### src/rtl/frame_pkg.sv
// Shared framing constants and state types for the image-frame transmit path.
// The receive-side SOF/EOF tracker imports the same SOF/EOF byte values.
package frame_pkg;

    localparam logic [7:0] SOF_BYTE = 8'h5A;
    localparam logic [7:0] EOF_BYTE = 8'hA5;
    localparam logic [7:0] ESC_A5   = 8'hA4;
    localparam logic [7:0] ESC_5A   = 8'h5B;

    typedef enum logic [2:0] {
        IDLE,
        SOF,
        PAY,
        EOF,
        FIN
    } frame_state_t;

    typedef enum logic [1:0] {
        ISS_IDLE,
        ISS_WAIT_HI,
        ISS_WAIT_LO
    } issue_state_t;

    // Replaces payload bytes that would look like a frame marker to the receiver.
    function automatic logic [7:0] escape_byte(input logic [7:0] b, input logic en);
        logic [7:0] r;
        r = b;
        if (en) begin
            if (b == EOF_BYTE) begin
                r = ESC_A5;
            end else if (b == SOF_BYTE) begin
                r = ESC_5A;
            end
        end
        return r;
    endfunction

endpackage

### src/rtl/uart_byte_issue.sv
// Per-byte handshake with the UART TX core: launch with a tx_start pulse, then
// follow tx_busy high and low, giving up on the rise after BUSY_TIMEOUT cycles.
module uart_byte_issue
    import frame_pkg::*;
#(
    parameter logic [15:0] BUSY_TIMEOUT = 16'd64
) (
    input  logic       clk,
    input  logic       rst_n,
    input  logic       send,
    input  logic [7:0] byte_in,
    output logic       idle,
    output logic [7:0] tx_data,
    output logic       tx_start,
    input  logic       tx_busy
);

    issue_state_t state;
    issue_state_t state_next;
    logic [15:0]  timer;
    logic         launch;
    logic         timed_out;

    // A launch is refused while the UART still shifts, e.g. after a reset mid-byte.
    assign idle      = (state == ISS_IDLE) && !tx_busy;
    assign launch    = send && idle;
    assign timed_out = ({1'b0, timer} + 17'd1) >= {1'b0, BUSY_TIMEOUT};

    always_comb begin
        state_next = state;
        case (state)
            ISS_IDLE: begin
                if (launch) begin
                    state_next = ISS_WAIT_HI;
                end
            end
            ISS_WAIT_HI: begin
                if (tx_busy) begin
                    state_next = ISS_WAIT_LO;
                end else if (timed_out) begin
                    state_next = ISS_IDLE;
                end
            end
            ISS_WAIT_LO: begin
                if (!tx_busy) begin
                    state_next = ISS_IDLE;
                end
            end
            default: state_next = ISS_IDLE;
        endcase
    end

    always_ff @(posedge clk or negedge rst_n) begin
        if (!rst_n) begin
            state <= ISS_IDLE;
        end else begin
            state <= state_next;
        end
    end

    always_ff @(posedge clk or negedge rst_n) begin
        if (!rst_n) begin
            timer    <= 16'd0;
            tx_start <= 1'b0;
            tx_data  <= 8'h00;
        end else begin
            tx_start <= launch;
            if (launch) begin
                tx_data <= byte_in;
                timer   <= 16'd0;
            end else if (state == ISS_WAIT_HI) begin
                timer <= timer + 16'd1;
            end
        end
    end

endmodule

### src/rtl/frame_tx.sv
// Transmit framer: SOF 0x5A, PAYLOAD_LEN pixel bytes, EOF 0xA5 into the UART TX core.
// Define FRAME_TX_ESC_EN to remap payload 0xA5/0x5A to 0xA4/0x5B.
module frame_tx
    import frame_pkg::*;
#(
    parameter logic [15:0] PAYLOAD_LEN  = 16'd4096,
    parameter logic [15:0] BUSY_TIMEOUT = 16'd64
) (
    input  logic        clk,
    input  logic        rst_n,
    input  logic        start,
    input  logic        abort,
    input  logic [7:0]  pix_data,
    input  logic        pix_valid,
    output logic        pix_ready,
    output logic [7:0]  tx_data,
    output logic        tx_start,
    input  logic        tx_busy,
    output logic        busy,
    output logic        done,
    output logic [15:0] byte_cnt
);

`ifdef FRAME_TX_ESC_EN
    localparam logic ESC_EN = 1'b1;
`else
    localparam logic ESC_EN = 1'b0;
`endif

    frame_state_t state;
    frame_state_t state_next;
    logic         entry;
    logic         launched;
    logic         pend;
    logic [7:0]   hold;
    logic         abort_q;
    logic         send;
    logic [7:0]   send_byte;
    logic         issue_idle;
    logic         accept;
    logic         room;

    assign room   = byte_cnt < PAYLOAD_LEN;
    assign accept = pix_ready && pix_valid;
    assign busy   = (state != IDLE);
    assign done   = (state == FIN);

    // SOF waits out its entry cycle so the first launch lands two cycles after start.
    always_comb begin
        state_next = state;
        send       = 1'b0;
        send_byte  = SOF_BYTE;
        pix_ready  = 1'b0;
        case (state)
            IDLE: begin
                if (start) begin
                    state_next = SOF;
                end
            end
            SOF: begin
                if (issue_idle && !entry) begin
                    if (!launched) begin
                        send = 1'b1;
                    end else begin
                        state_next = abort_q ? EOF : PAY;
                    end
                end
            end
            PAY: begin
                send_byte = escape_byte(hold, ESC_EN);
                if (issue_idle) begin
                    if (pend) begin
                        send = 1'b1;
                    end else if (!room || abort_q) begin
                        state_next = EOF;
                    end else begin
                        pix_ready = 1'b1;
                    end
                end
            end
            EOF: begin
                send_byte = EOF_BYTE;
                if (issue_idle) begin
                    if (!launched) begin
                        send = 1'b1;
                    end else begin
                        state_next = FIN;
                    end
                end
            end
            FIN: begin
                state_next = IDLE;
            end
            default: state_next = IDLE;
        endcase
    end

    always_ff @(posedge clk or negedge rst_n) begin
        if (!rst_n) begin
            state    <= IDLE;
            entry    <= 1'b0;
            launched <= 1'b0;
        end else begin
            state    <= state_next;
            entry    <= (state_next != state);
            launched <= (state_next != state) ? 1'b0 : (launched | send);
        end
    end

    // An accepted pixel is parked in hold until the issuer launches it next cycle.
    always_ff @(posedge clk or negedge rst_n) begin
        if (!rst_n) begin
            byte_cnt <= 16'd0;
            pend     <= 1'b0;
            hold     <= 8'h00;
            abort_q  <= 1'b0;
        end else begin
            if ((state == IDLE) && start) begin
                byte_cnt <= 16'd0;
            end else if (accept) begin
                byte_cnt <= byte_cnt + 16'd1;
            end
            if (accept) begin
                pend <= 1'b1;
                hold <= pix_data;
            end else if (send && (state == PAY)) begin
                pend <= 1'b0;
            end
            if (state == IDLE) begin
                abort_q <= 1'b0;
            end else if (((state == SOF) || (state == PAY)) && abort) begin
                abort_q <= 1'b1;
            end
        end
    end

    uart_byte_issue #(
        .BUSY_TIMEOUT(BUSY_TIMEOUT)
    ) u_issue (
        .clk      (clk),
        .rst_n    (rst_n),
        .send     (send),
        .byte_in  (send_byte),
        .idle     (issue_idle),
        .tx_data  (tx_data),
        .tx_start (tx_start),
        .tx_busy  (tx_busy)
    );

endmodule
### config.mk
export PLATFORM = sky130hd
export DESIGN_NAME = frame_tx
export DESIGN_NICKNAME = d
export VERILOG_FILES = /design/src/rtl/frame_pkg.sv /design/src/rtl/uart_byte_issue.sv /design/src/rtl/frame_tx.sv
export SDC_FILE = /design/constraint.sdc
export NUM_CORES = 1
export LEC_CHECK = 0
export BUFFER_PORTS_ARGS = -buffer_cell sky130_fd_sc_hd__buf_4
export CORE_AREA = 2 2 93 95
export CTS_CLUSTER_SIZE = 12
export DETAILED_ROUTE_END_ITERATION = 7
export DIE_AREA = 0 0 95 97
export HOLD_SLACK_MARGIN = 0.03
export SLEW_MARGIN = 20
export SYNTH_ARGS = -nofsm -noshare
export SYNTH_HDL_FRONTEND = slang
export SYNTH_SLANG_ARGS = --single-unit
### constraint.sdc
create_clock -name clk -period 2.45 [get_ports clk]
set_input_delay 0.245 -clock clk [delete_from_list [all_inputs] [get_ports clk]]
set_output_delay 0.245 -clock clk [all_outputs]
set_load 0.05 [all_outputs]
After elaboration in Yosys (flattened, before gate mapping)
Cells that the tools add are included.
{"block": "word_totals", "word_cells": 82, "output_inout_bits": 28, "ff_bits": 58}
{"block": "op_classes", "mux": 35, "magnitude_cmp": 2, "bitwise": 1, "add_sub_neg": 3, "reduce_logical": 20, "eq_ne": 10}
{"cell": "16-bit two-way mux", "n": 4}
{"cell": "16-bit by 1-bit adder with 16-bit output, second input constant", "n": 2}
{"cell": "3-bit two-way mux", "n": 8}
{"cell": "16-bit by 1-bit adder with 17-bit output, second input constant", "n": 1}
{"cell": "17-bit by 7-bit >= comparator with 1-bit output, second input constant", "n": 1}
{"cell": "16-bit by 13-bit less-than comparator with 1-bit output, second input constant", "n": 1}
{"cell": "8-bit one-hot mux with 2 select lines", "n": 1}
{"cell": "1-bit two-way mux", "n": 15}
{"cell": "3-bit one-hot mux with 4 select lines", "n": 1}
{"cell": "2-bit two-way mux", "n": 4}
{"cell": "2-bit nonzero test", "n": 4}
{"cell": "1-bit logical AND", "n": 7}
{"cell": "3-bit by 2-bit == test with 1-bit output, second input constant", "n": 2}
{"cell": "2-bit one-hot mux with 3 select lines", "n": 1}
{"cell": "3-bit by 1-bit == test with 1-bit output, second input constant", "n": 1}
{"cell": "3-bit == test, second input constant", "n": 1}
{"cell": "1-bit logical NOT", "n": 3}
{"cell": "3-bit logical NOT", "n": 1}
{"cell": "3-bit by 2-bit inequality test with 1-bit output, second input constant", "n": 1}
{"cell": "3-bit inequality test", "n": 1}
{"cell": "1-bit one-hot mux with 3 select lines", "n": 1}
{"cell": "3-bit AND reduction", "n": 1}
{"cell": "3-bit nonzero test", "n": 1}
{"cell": "2-bit by 1-bit == test with 1-bit output, second input constant", "n": 1}
{"cell": "other kinds (6)", "n": 7}

Depth between registers and ports, before layout
Gate-level depths: netlist of run 1.
{"block": "depth", "depth_word": 10, "ltp_mapped": 7, "mapped_depth_nobuf": 6}

Hierarchy
A second synthesis of run 1 with hierarchy kept.
{"block": "unflattened", "cells_unflattened": 313, "hier_area_um2": 3025.4}
{"mod": "frame_tx", "seq_area_each_um2": 775.7, "area_each_um2": 1561.5, "cells_per_inst": 159, "instances": 1}
{"mod": "uart_byte_issue", "seq_area_each_um2": 675.6, "area_each_um2": 1463.9, "cells_per_inst": 154, "instances": 1}

Least setup slack after synthesis of run 1
Ideal clock, no wire load.
{"block": "synth_path", "kind": "reg2reg", "from": "register u_issue.state[1]", "to": "register byte_cnt[6]", "synth_period_minus_slack_ns": 2.158, "n_path_buf": 1, "setup_slack_ns": 0.292, "setup_ns": 0.077, "path_stages_with_launch": 7, "t_arrival_ns": 2.081, "required_time_ns": 2.373, "path_cell_list": "dfrtp_1 > or3_4 > nor4_4 > nand4_4 > buf_6 > or4_1 > a21oi_1"}
{"block": "synth_via", "elab_chain_cells": 6}
{"item": "start: declaration", "line_no": "uart_byte_issue.sv:18", "source": "issue_state_t state;"}
{"item": "start signal: assignment", "line_no": "uart_byte_issue.sv:57", "source": "state <= state_next;"}
{"item": "2-bit logical NOT", "line_no": "uart_byte_issue.sv:25", "source": "assign idle = (state == ISS_IDLE) && !tx_busy;"}
{"item": "1-bit logical AND", "line_no": "uart_byte_issue.sv:25"}
{"item": "1-bit two-way mux", "line_no": "frame_tx.sv:71", "source": "if (issue_idle) begin"}
{"item": "1-bit two-way mux", "line_no": "frame_tx.sv:54", "source": "case (state)"}
{"item": "1-bit logical AND", "line_no": "frame_tx.sv:44", "source": "assign accept = pix_ready && pix_valid;"}
{"item": "2-bit nonzero test (no line)"}
{"item": "end signal: assignment", "line_no": "frame_tx.sv:121", "source": "byte_cnt <= byte_cnt + 16'd1;"}
{"item": "end: declaration", "line_no": "frame_tx.sv:21", "source": "output logic [15:0] byte_cnt"}
No other way between the ends.
A chain may end at the register's enable or synchronous reset.

Final worst setup path of run 1
{"block": "layout_path", "from": "register u_issue.state[1]", "to": "output pix_ready"}
{"block": "layout_via", "elab_chain_cells": 4}
{"item": "2-bit logical NOT", "line_no": "uart_byte_issue.sv:25"}
{"item": "1-bit logical AND", "line_no": "uart_byte_issue.sv:25"}
{"item": "1-bit two-way mux", "line_no": "frame_tx.sv:71"}
{"item": "1-bit two-way mux", "line_no": "frame_tx.sv:54"}
{"item": "end: declaration", "line_no": "frame_tx.sv:15", "source": "output logic pix_ready,"}
No other way between the ends.

==> impl_metrics.json, run 1 <==
{
  "outcome": "finished clean",
  "routed-via-count": 2171,
  "synth_top_area_share_pct": 51.33,
  "hold_class": "input port to flop",
  "num_rows": 33,
  "grt_overflow_total": 0,
  "clock.fmax_mhz": 445.2,
  "crit_path_max_fanout": 6,
  "dp_hpwl_um": 4027,
  "ys_warn_count": 0,
  "start_util_pct": 34.76,
  "drive_gt1_share_pct": 22.59,
  "maxCapViolations": 0,
  "clockBufferDepth": 2,
  "min_path_cells": 2,
  "worstMarginPinSlew_ns": 0.7343,
  "routabilityCongestion": 0.8039,
  "finClkSkew_ns": 0.01249,
  "die_h_um": 97,
  "cts_tree": "done",
  "clkTransAtPathRegs_ns": 0.07,
  "grt_pass1_vias": 2108,
  "netlist_top_cells_area": "dfrtp_1, nor2_1, xor2_1",
  "reg2reg_from": "u_issue.state[1]",
  "async_reset_ff_share_pct": 100.0,
  "htreeDepth": 3,
  "finalSetupTns_ns": 0,
  "criticalPathCategory": "flop to output port",
  "stdcell_count": 437,
  "vdd_drop_max_mv": 0.5037,
  "firstDrtPassIters": 4,
  "reg2reg_to": "byte_cnt[8]",
  "yosysTopAreaCell": "dfrtp_1",
  "wl_per_cell_um": 13.43,
  "cts_root_buf": "clkbuf_8",
  "setup_viol_count_final": 0,
  "r2r_cells": 5,
  "min_to": "hold[4]",
  "grt_max_degree": 59,
  "cp-start-kind": "flop",
  "antenna_left": 0,
  "drcViolationCount": 0,
  "place_area_mm2": 0.003261,
  "fin_util_pct": 43.32,
  "rsz0062_at_grt": "no",
  "hold_violations": 0,
  "synth_cells": 280,
  "dp_cells": 420,
  "synthesis.area_mm2": 0.002828,
  "antenna_found_initial": 0,
  "core_mm2": 0.008134,
  "die_area_mm2": 0.009215,
  "finalMaxSlewViolations": 0,
  "cts_resized": 0,
  "synth_seq_cells": 58,
  "portBuffers": 41,
  "ff2ff_setup_slack_ns": 0.28,
  "cts_sinks": 58,
  "yosysMostFrequentCell": "dfrtp_1",
  "cts_buffers": 9,
  "p_per_area_mw_per_mm2": 982.1,
  "period_minus_slack_ns": 2.246,
  "synth.distinct_cells": 45,
  "grt_pass1_wl_um": 10100,
  "maxSlewHeadroom_pct": 51.05,
  "arrival_ns": 2.00,
  "period_share_pct": 91.69,
  "syn_avg_cell_area_um2": 10.10,
  "worst_setup_path_end_kind": "output port",
  "leakagePower_uw": 0.001627,
  "syn_nets": 296,
  "ioPinCount": 42,
  "ys_top_cells_by_count": "dfrtp_1, nor2_1, nand2_1, xor2_1, nand3_1",
  "groute.usage.overall_pct": 14.07,
  "viasPerCell": 4.968,
  "final_nets": 343,
  "min-delay-start": "pix_data[4]",
  "die_w_um": 95,
  "design_area_mm2": 0.003523,
  "synth_ff_type": "dfrtp_1",
  "synth_edf_count": 0,
  "total_power_uw": 3460,
  "worstSkewPairLatency_ns": 0.34,
  "antennaDiodeCount": 0,
  "drt-initial-drc-count": 96,
  "cp.required_ns": 2.20,
  "totalWireLength_um": 5871,
  "syn2layout_area_growth_pct": 24.60,
  "synth-seq-area-share_pct": 51.33
}
-- what timing repair did --
item / in CTS / in global routing
hold buffers: 1 / 0
hold endpoints to repair: 58 / 0
setup buffers: 0 / 0
-- worst max path at each step --
stage	slack, ns	endpoint	start	depth (start not counted)
detailed placement	0.30	byte_cnt[9]	u_issue.state[1]	5
CTS	0.19	pix_ready	u_issue.state[1]	5
floorplan	0.29	byte_cnt[6]	u_issue.state[1]	6
global placement	0.35	byte_cnt[11]	u_issue.state[1]	5
finish	0.20	pix_ready	u_issue.state[1]	5
global route	0.13	byte_cnt[9]	u_issue.state[1]	5
-- state kept, by name, summed over array words and instances, names as in the netlist --
register	cells
pend	1
entry	1
byte_cnt	16
u_issue.tx_data	8
u_issue.timer	16
u_issue.state	2
hold	8
launched	1
state	3
u_issue.tx_start	1
abort_q	1
-- power breakdown --
part,switching (µW),total [µW],internal [µW]
registers,164,1320,1150
logic,641,1030,392
clock network,380,1110,732
total,1180,3460,2280
-- logic make-up (layout without fill, tap and decap cells) --
group	count (synthesis)	count (layout)	share of synthesized area, %
simple gates	121	121	22.21
flops	58	58	51.33
compound gates	44	44	10.93
xor+xnor	25	25	7.743
buf+inv	20	72	3.009
mux	10	10	3.894
fa+ha+maj	2	2	0.8848
-- final cells by class --
cell class	count	area, µm²
inverters	7	26.28
clock inverters	4	97.59
multi-input cells	202	1291
fillers	805	4611
repair buffers	49	370.4
well taps	105	131.4
flip-flops and latches	58	1451
clock buffers	12	155.1
-- cells in the final DEF (no fill, tap or decap), types with 6 or more instances in the layout --
cell type / n
mux2_2: 8
clkbuf_8: 11
inv_1: 7
o31ai_1: 6
xor2_1: 16
nand3_1: 13
or4_1: 6
nor3_1: 8
dfrtp_1: 58
a21oi_1: 11
nand2_1: 21
nor2_1: 40
xnor2_1: 9
and2_1: 8
buf_4: 48
-- layer usage --
metal	share of wire [%]	GRT usage [%]	vias to the layer above
li1	-	-	1080
met1	50	19.93	1046
met2	45	20.08	37
met3	3.3	3.660	8
met4	1.8	6.355	0
met5	0	0	-
-- metrics by stage --
stage,hold slack [ns],setup WS (ns)
after floorplan,-0.05059,0.2915
after global placement,0.3592,0.3537
after detailed placement,0.3625,0.2950
after CTS,0.1249,0.1878
after global routing,0.1280,0.1276
final,0.1351,0.2036
-- worst max-delay path, stage by stage, from the launching register on --
cell and delay, ns:
dfrtp_1 0.41, or3_4 0.42, nor4_4 0.31, buf_4 0.20, and2_1 0.13, buf_4 0.19
No activity file was read; power rests on OpenSTA's default activity.
==> run 2, diff against run 1 <==
--- a/config.mk
+++ b/config.mk
@@ -13,3 +13,2 @@
 export HOLD_SLACK_MARGIN = 0.03
-export SLEW_MARGIN = 20
 export SYNTH_ARGS = -nofsm -noshare
==> constraint.sdc (replaced) <==
create_clock -name clk -period 2.7 [get_ports clk]
set_input_delay 0.27 -clock clk [delete_from_list [all_inputs] [get_ports clk]]
set_output_delay 0.27 -clock clk [all_outputs]
set_load 0.005 [all_outputs]
==> impl_metrics.json, run 2 (same netlist as run 1, synthesis figures left out) <==
{
  "critical_path_buf_inv_count": 0,
  "rsz0062_at_grt": "no",
  "finalSetupTns_ns": 0,
  "drcViolationCount": 0,
  "totalWireLength_um": 5989,
  "vdd_drop_max_mv": 0.4653,
  "hold_violations": 0,
  "die_area_mm2": 0.009215,
  "die_h_um": 97,
  "drive_gt1_share_pct": 22.19,
  "cts_sinks": 58,
  "cts_tree": "done",
  "worstSkewPairLatency_ns": 0.33,
  "met3_usage_pct": 2.726,
  "portBuffers": 41,
  "routabilityCongestion": 0.7523,
  "antenna_found_initial": 0,
  "period_minus_slack_ns": 2.322,
  "crit_path_max_fanout": 15,
  "hold_class": "input port to flop",
  "antennaDiodeCount": 0,
  "grt_busiest_layer": "met1",
  "ioPinCount": 42,
  "worst_setup_path_end_kind": "flop",
  "cp.required_ns": 2.95,
  "finClkSkew_ns": 0.01057,
  "viasPerCell": 5.025,
  "design_area_mm2": 0.003466,
  "largestRegisters": "byte_cnt (16), u_issue.timer (16)",
  "outcome": "finished clean",
  "use_met2_pct": 19.64,
  "total_power_uw": 2781,
  "grt_pass1_vias": 2089,
  "die_w_um": 95,
  "dp_hpwl_um": 4150,
  "criticalPathCategory": "flop to flop",
  "clockBufferDepth": 2,
  "worstMarginPinSlew_ns": 0.7268,
  "cts_root_buf": "clkbuf_8",
  "groute.usage.overall_pct": 14.16,
  "final_common_cell": "dfrtp_1",
  "core_mm2": 0.008134,
  "num_rows": 33,
  "cts_buffers": 9,
  "grt_overflow_total": 0,
  "cts_resized": 0,
  "routed-via-count": 2181,
  "period_share_pct": 86.01,
  "clkTransAtPathRegs_ns": 0.07,
  "leakagePower_uw": 0.001594,
  "critPathTopFamily": "simple AND/OR/NAND/NOR gates",
  "cp_slowest_stage_delay_ns": 0.55,
  "cp-start-kind": "flop",
  "place_area_mm2": 0.003238,
  "antenna_left": 0,
  "crit_path_cell_trace": "or3_4, nor4_4, nand4_4, or4_1, a21oi_1",
  "p_per_area_mw_per_mm2": 802.3,
  "start_util_pct": 34.76,
  "grt_max_degree": 59,
  "firstDrtPassIters": 4,
  "syn2layout_area_growth_pct": 22.57,
  "grt_pass1_wl_um": 10190,
  "maxSlewHeadroom_pct": 51.55,
  "maxCapViolations": 0,
  "wl_per_cell_um": 13.80,
  "htreeDepth": 3,
  "setup_viol_count_final": 0,
  "finalMaxSlewViolations": 0,
  "arrival_ns": 2.57,
  "final_cell_mix": "dfrtp_1, buf_4, nor2_1",
  "clock.fmax_mhz": 430.6,
  "final_nets": 340,
  "drt-initial-drc-count": 108,
  "gr-usage-met1_pct": 20.60,
  "slowest_stage": "or4_1"
}
[run 2: area by class of cell]
type | count | area (µm²)
inverters | 7 | 26.28
clock buffers | 9 | 123.9
multi-input cells | 202 | 1291
clock inverters | 7 | 93.84
fillers | 775 | 4668
well taps | 105 | 131.4
flip-flops and latches | 58 | 1451
repair buffers | 46 | 347.8
[run 2: through the flow]
stage | util [%] | hold slack, ns | setup slack [ns] | instances
2_1_floorplan | - | -0.02559 | 0.5613 | 280
4_1_cts | 42.61 | 0.1464 | 0.3574 | 434
6_report | 42.61 | 0.1619 | 0.3777 | 434
3_5_place_dp | 39.81 | 0.3917 | 0.4023 | 417
3_3_place_gp | 39.81 | 0.3821 | 0.4305 | 417
5_1_grt | 42.61 | 0.1481 | 0.2103 | 434
[run 2: what timing repair did]
item | in CTS | in global routing
hold buffers | 1 | 0
endpoints found under the hold margin | 37 | 0
setup buffers | 0 | 0
[run 2: final timing paths]
check	start	to	slack [ns]	cells after the start
worst max-delay path	u_issue.state[1]	byte_cnt[8]	0.38	5
worst min-delay path	pix_data[5]	hold[5]	0.16	2
worst max register to register	u_issue.state[1]	byte_cnt[8]	0.38	5
worst min register to register	hold[4]	hold[4]	0.51	1
max in group asynchronous	rst_n	u_issue.timer[13]	1.68	2
min in group asynchronous	rst_n	byte_cnt[2]	0.54	2
[run 2: report_power, final]
group / internal, µW / total [µW] / switching, µW / leakage [µW]
Clock: 517 / 882 / 365 / 0.000105
Sequential: 1050 / 1200 / 154 / 0.000773
Combinational: 345 / 700 / 355 / 0.000716
[run 2: worst reg2reg max path, cell delays in order (launching register included)]
cell and delay [ns]:
dfrtp_1 0.41, or3_4 0.42, nor4_4 0.42, nand4_4 0.27, or4_1 0.55, a21oi_1 0.17
[run 2: layer usage]
| metal | routed length, µm | share of wire [%] |
|---|---|---|
| met5 | 0 | 0 |
| met4 | 109 | 1.8 |
| met3 | 161 | 2.7 |
| met2 | 2819 | 47 |
| met1 | 2899 | 48 |
==> run 3, diff against run 2 <==
- CORE_AREA: 2 2 93 95 -> 2 2 96 98
- DIE_AREA: 0 0 95 97 -> 0 0 98 100
- SYNTH_HIERARCHICAL: unset -> 1
==> impl_metrics.json, run 3 <==
{
  "dp_cells": 458,
  "grt_pass1_vias": 2267,
  "period_minus_slack_ns": 2.244,
  "syn_nets": 329,
  "syn_avg_cell_area_um2": 9.666,
  "finalMaxSlewViolations": 0,
  "synth_ff_type": "dfrtp_1",
  "ioPinCount": 42,
  "cp-start-kind": "flop",
  "grt_overflow_total": 0,
  "hold_violations": 0,
  "die_area_mm2": 0.009800,
  "largestRegisters": "byte_cnt (16), u_issue/timer (16)",
  "period_share_pct": 83.11,
  "clockBufferDepth": 2,
  "vdd_drop_max_mv": 0.4097,
  "outcome": "finished clean",
  "viasPerCell": 5.241,
  "synth-seq-area-share_pct": 47.97,
  "multiInputGateArea_mm2": 0.001466,
  "grt_max_degree": 59,
  "cts_tree": "done",
  "ys_warn_count": 6,
  "antennaDiodeCount": 0,
  "yosysTopAreaCell": "dfrtp_1",
  "synthesis.area_mm2": 0.003025,
  "final_common_cell": "dfrtp_1",
  "crit_path_max_fanout": 17,
  "synth_seq_cells": 58,
  "yosysMostFrequentCell": "dfrtp_1",
  "register_area_mm2": 0.001451,
  "maxSlewHeadroom_pct": 51.08,
  "p_per_area_mw_per_mm2": 891.3,
  "synth_top_area_share_pct": 47.97,
  "cp.required_ns": 2.96,
  "async_reset_ff_share_pct": 100.0,
  "syn2layout_area_growth_pct": 22.13,
  "cts_setup_buffers": 0,
  "n_fill_cell": 878,
  "worstSkewPairLatency_ns": 0.33,
  "drt-initial-drc-count": 136,
  "drcViolationCount": 0,
  "setup_viol_count_final": 0,
  "htreeDepth": 3,
  "groute.usage.overall_pct": 14.46,
  "netlist_top_cells_area": "dfrtp_1, o21ai_0, nor2_1",
  "wl_per_cell_um": 14.21,
  "total_power_uw": 3293,
  "antenna_found_initial": 0,
  "worstMarginPinSlew_ns": 0.7338,
  "finClkSkew_ns": 0.008086,
  "die_w_um": 98,
  "arrival_ns": 2.51,
  "cts_buffers": 9,
  "start_util_pct": 34.03,
  "cts_root_buf": "clkbuf_8",
  "dp_hpwl_um": 4699,
  "synth.distinct_cells": 50,
  "portBuffers": 41,
  "leakagePower_uw": 0.001675,
  "num_rows": 35,
  "cts_sinks": 58,
  "maxCapViolations": 0,
  "routed-via-count": 2484,
  "firstDrtPassIters": 4,
  "antenna_left": 0,
  "clock.fmax_mhz": 445.6,
  "grt_pass1_wl_um": 11430,
  "criticalPathCategory": "flop to flop",
  "final_cell_mix": "dfrtp_1, buf_4, o21ai_0",
  "worst_setup_path_end_kind": "flop",
  "rsz0062_at_grt": "no",
  "routabilityCongestion": 0.7543,
  "totalWireLength_um": 6735,
  "ys_top_cells_by_count": "dfrtp_1, o21ai_0, nor2_1, nand2_1, a21oi_1",
  "synth_edf_count": 0,
  "core_mm2": 0.008890,
  "final_nets": 375,
  "die_h_um": 100,
  "drive_gt1_share_pct": 21.76,
  "synth_cells": 313,
  "stdcell_count": 474,
  "finalSetupTns_ns": 0,
  "hold_class": "input port to flop",
  "clkTransAtPathRegs_ns": 0.07
}
==> run 3: cell types whose count changed in the layout (fill, tap and decap cells not counted), sizes merged, moves of 5 or more <==
cell   delta
and2      -5
mux2      +9
nand2     +6
nand4     +5
nor2      -8
o21ai    +36
or3       +6
xnor2     -8
xor2     -14
==> run 3: kinds of logic (layout without fill, tap and decap cells) <==
group | after synthesis | in the layout | synth area share, %
compound gates | 78 | 78 | 15.05
buf+inv | 25 | 75 | 3.557
simple gates | 128 | 128 | 24.73
mux | 19 | 19 | 6.989
flops | 58 | 58 | 47.97
xor+xnor | 3 | 3 | 0.8686
fa+ha+maj | 2 | 2 | 0.8270
==> run 3: metrics by stage <==
stage	setup slack [ns]	util (%)	cell area (µm²)	hold slack, ns
2_1_floorplan	0.6634	-	3025	-0.02559
3_3_place_gp	0.4780	38.90	3458	0.3903
3_5_place_dp	0.4360	38.90	3458	0.3961
4_1_cts	0.4183	41.56	3695	0.1026
5_1_grt	0.3087	41.56	3695	0.1024
6_report	0.4561	41.56	3695	0.1205
==> run 3: report_power, final <==
| group | internal (µW) | switching (µW) | total, µW |
|---|---|---|---|
| Clock | 565 | 343 | 907 |
| Sequential | 1120 | 294 | 1410 |
| Combinational | 472 | 503 | 975 |
==> run 3: final cells by class <==
class / instances / area share (%)
multi-input combinational: 230 / 39.69
timing repair buffer: 49 / 10.02
clock inverter: 4 / 2.032
sequential: 58 / 39.28
clock buffer: 11 / 4.098
inverter: 11 / 1.118
tap: 111 / 3.759
==> run 3: worst paths after layout <==
| kind | startpoint | slack (ns) | cells past startpoint | endpoint |
|---|---|---|---|---|
| min | start | 0.12 | 2 | byte_cnt[12] |
| max | u_issue/state[0] | 0.46 | 5 | byte_cnt[9] |
| min in group asynchronous | rst_n | 0.54 | 2 | byte_cnt[4] |
| max reg2reg | u_issue/state[0] | 0.46 | 5 | byte_cnt[9] |
| min reg2reg | hold[0] | 0.50 | 1 | hold[0] |
| max in group asynchronous | rst_n | 1.67 | 2 | u_issue/timer[4] |
==> run 3: routing by layer <==
layer  GRT usage (%)  vias up  wire length, µm
met5               0        -                0
met4           5.556        0              110
met3           3.482       12              271
met2           20.39       47             2976
met1           21.43     1195             3377
li1                -     1230                -
==> run 3: timing repair <==
action,4_1_cts,5_1_grt
hold buffers,1,0
resized for setup,0,0
hold endpoints to repair,20,0
==> run 3: critical path: stages (launching register included) <==
cell	delay (ns)
dfrtp_1	0.40
nor3_1	0.27
nor4b_4	0.34
nand4_2	0.41
or4_1	0.60
a21oi_1	0.15
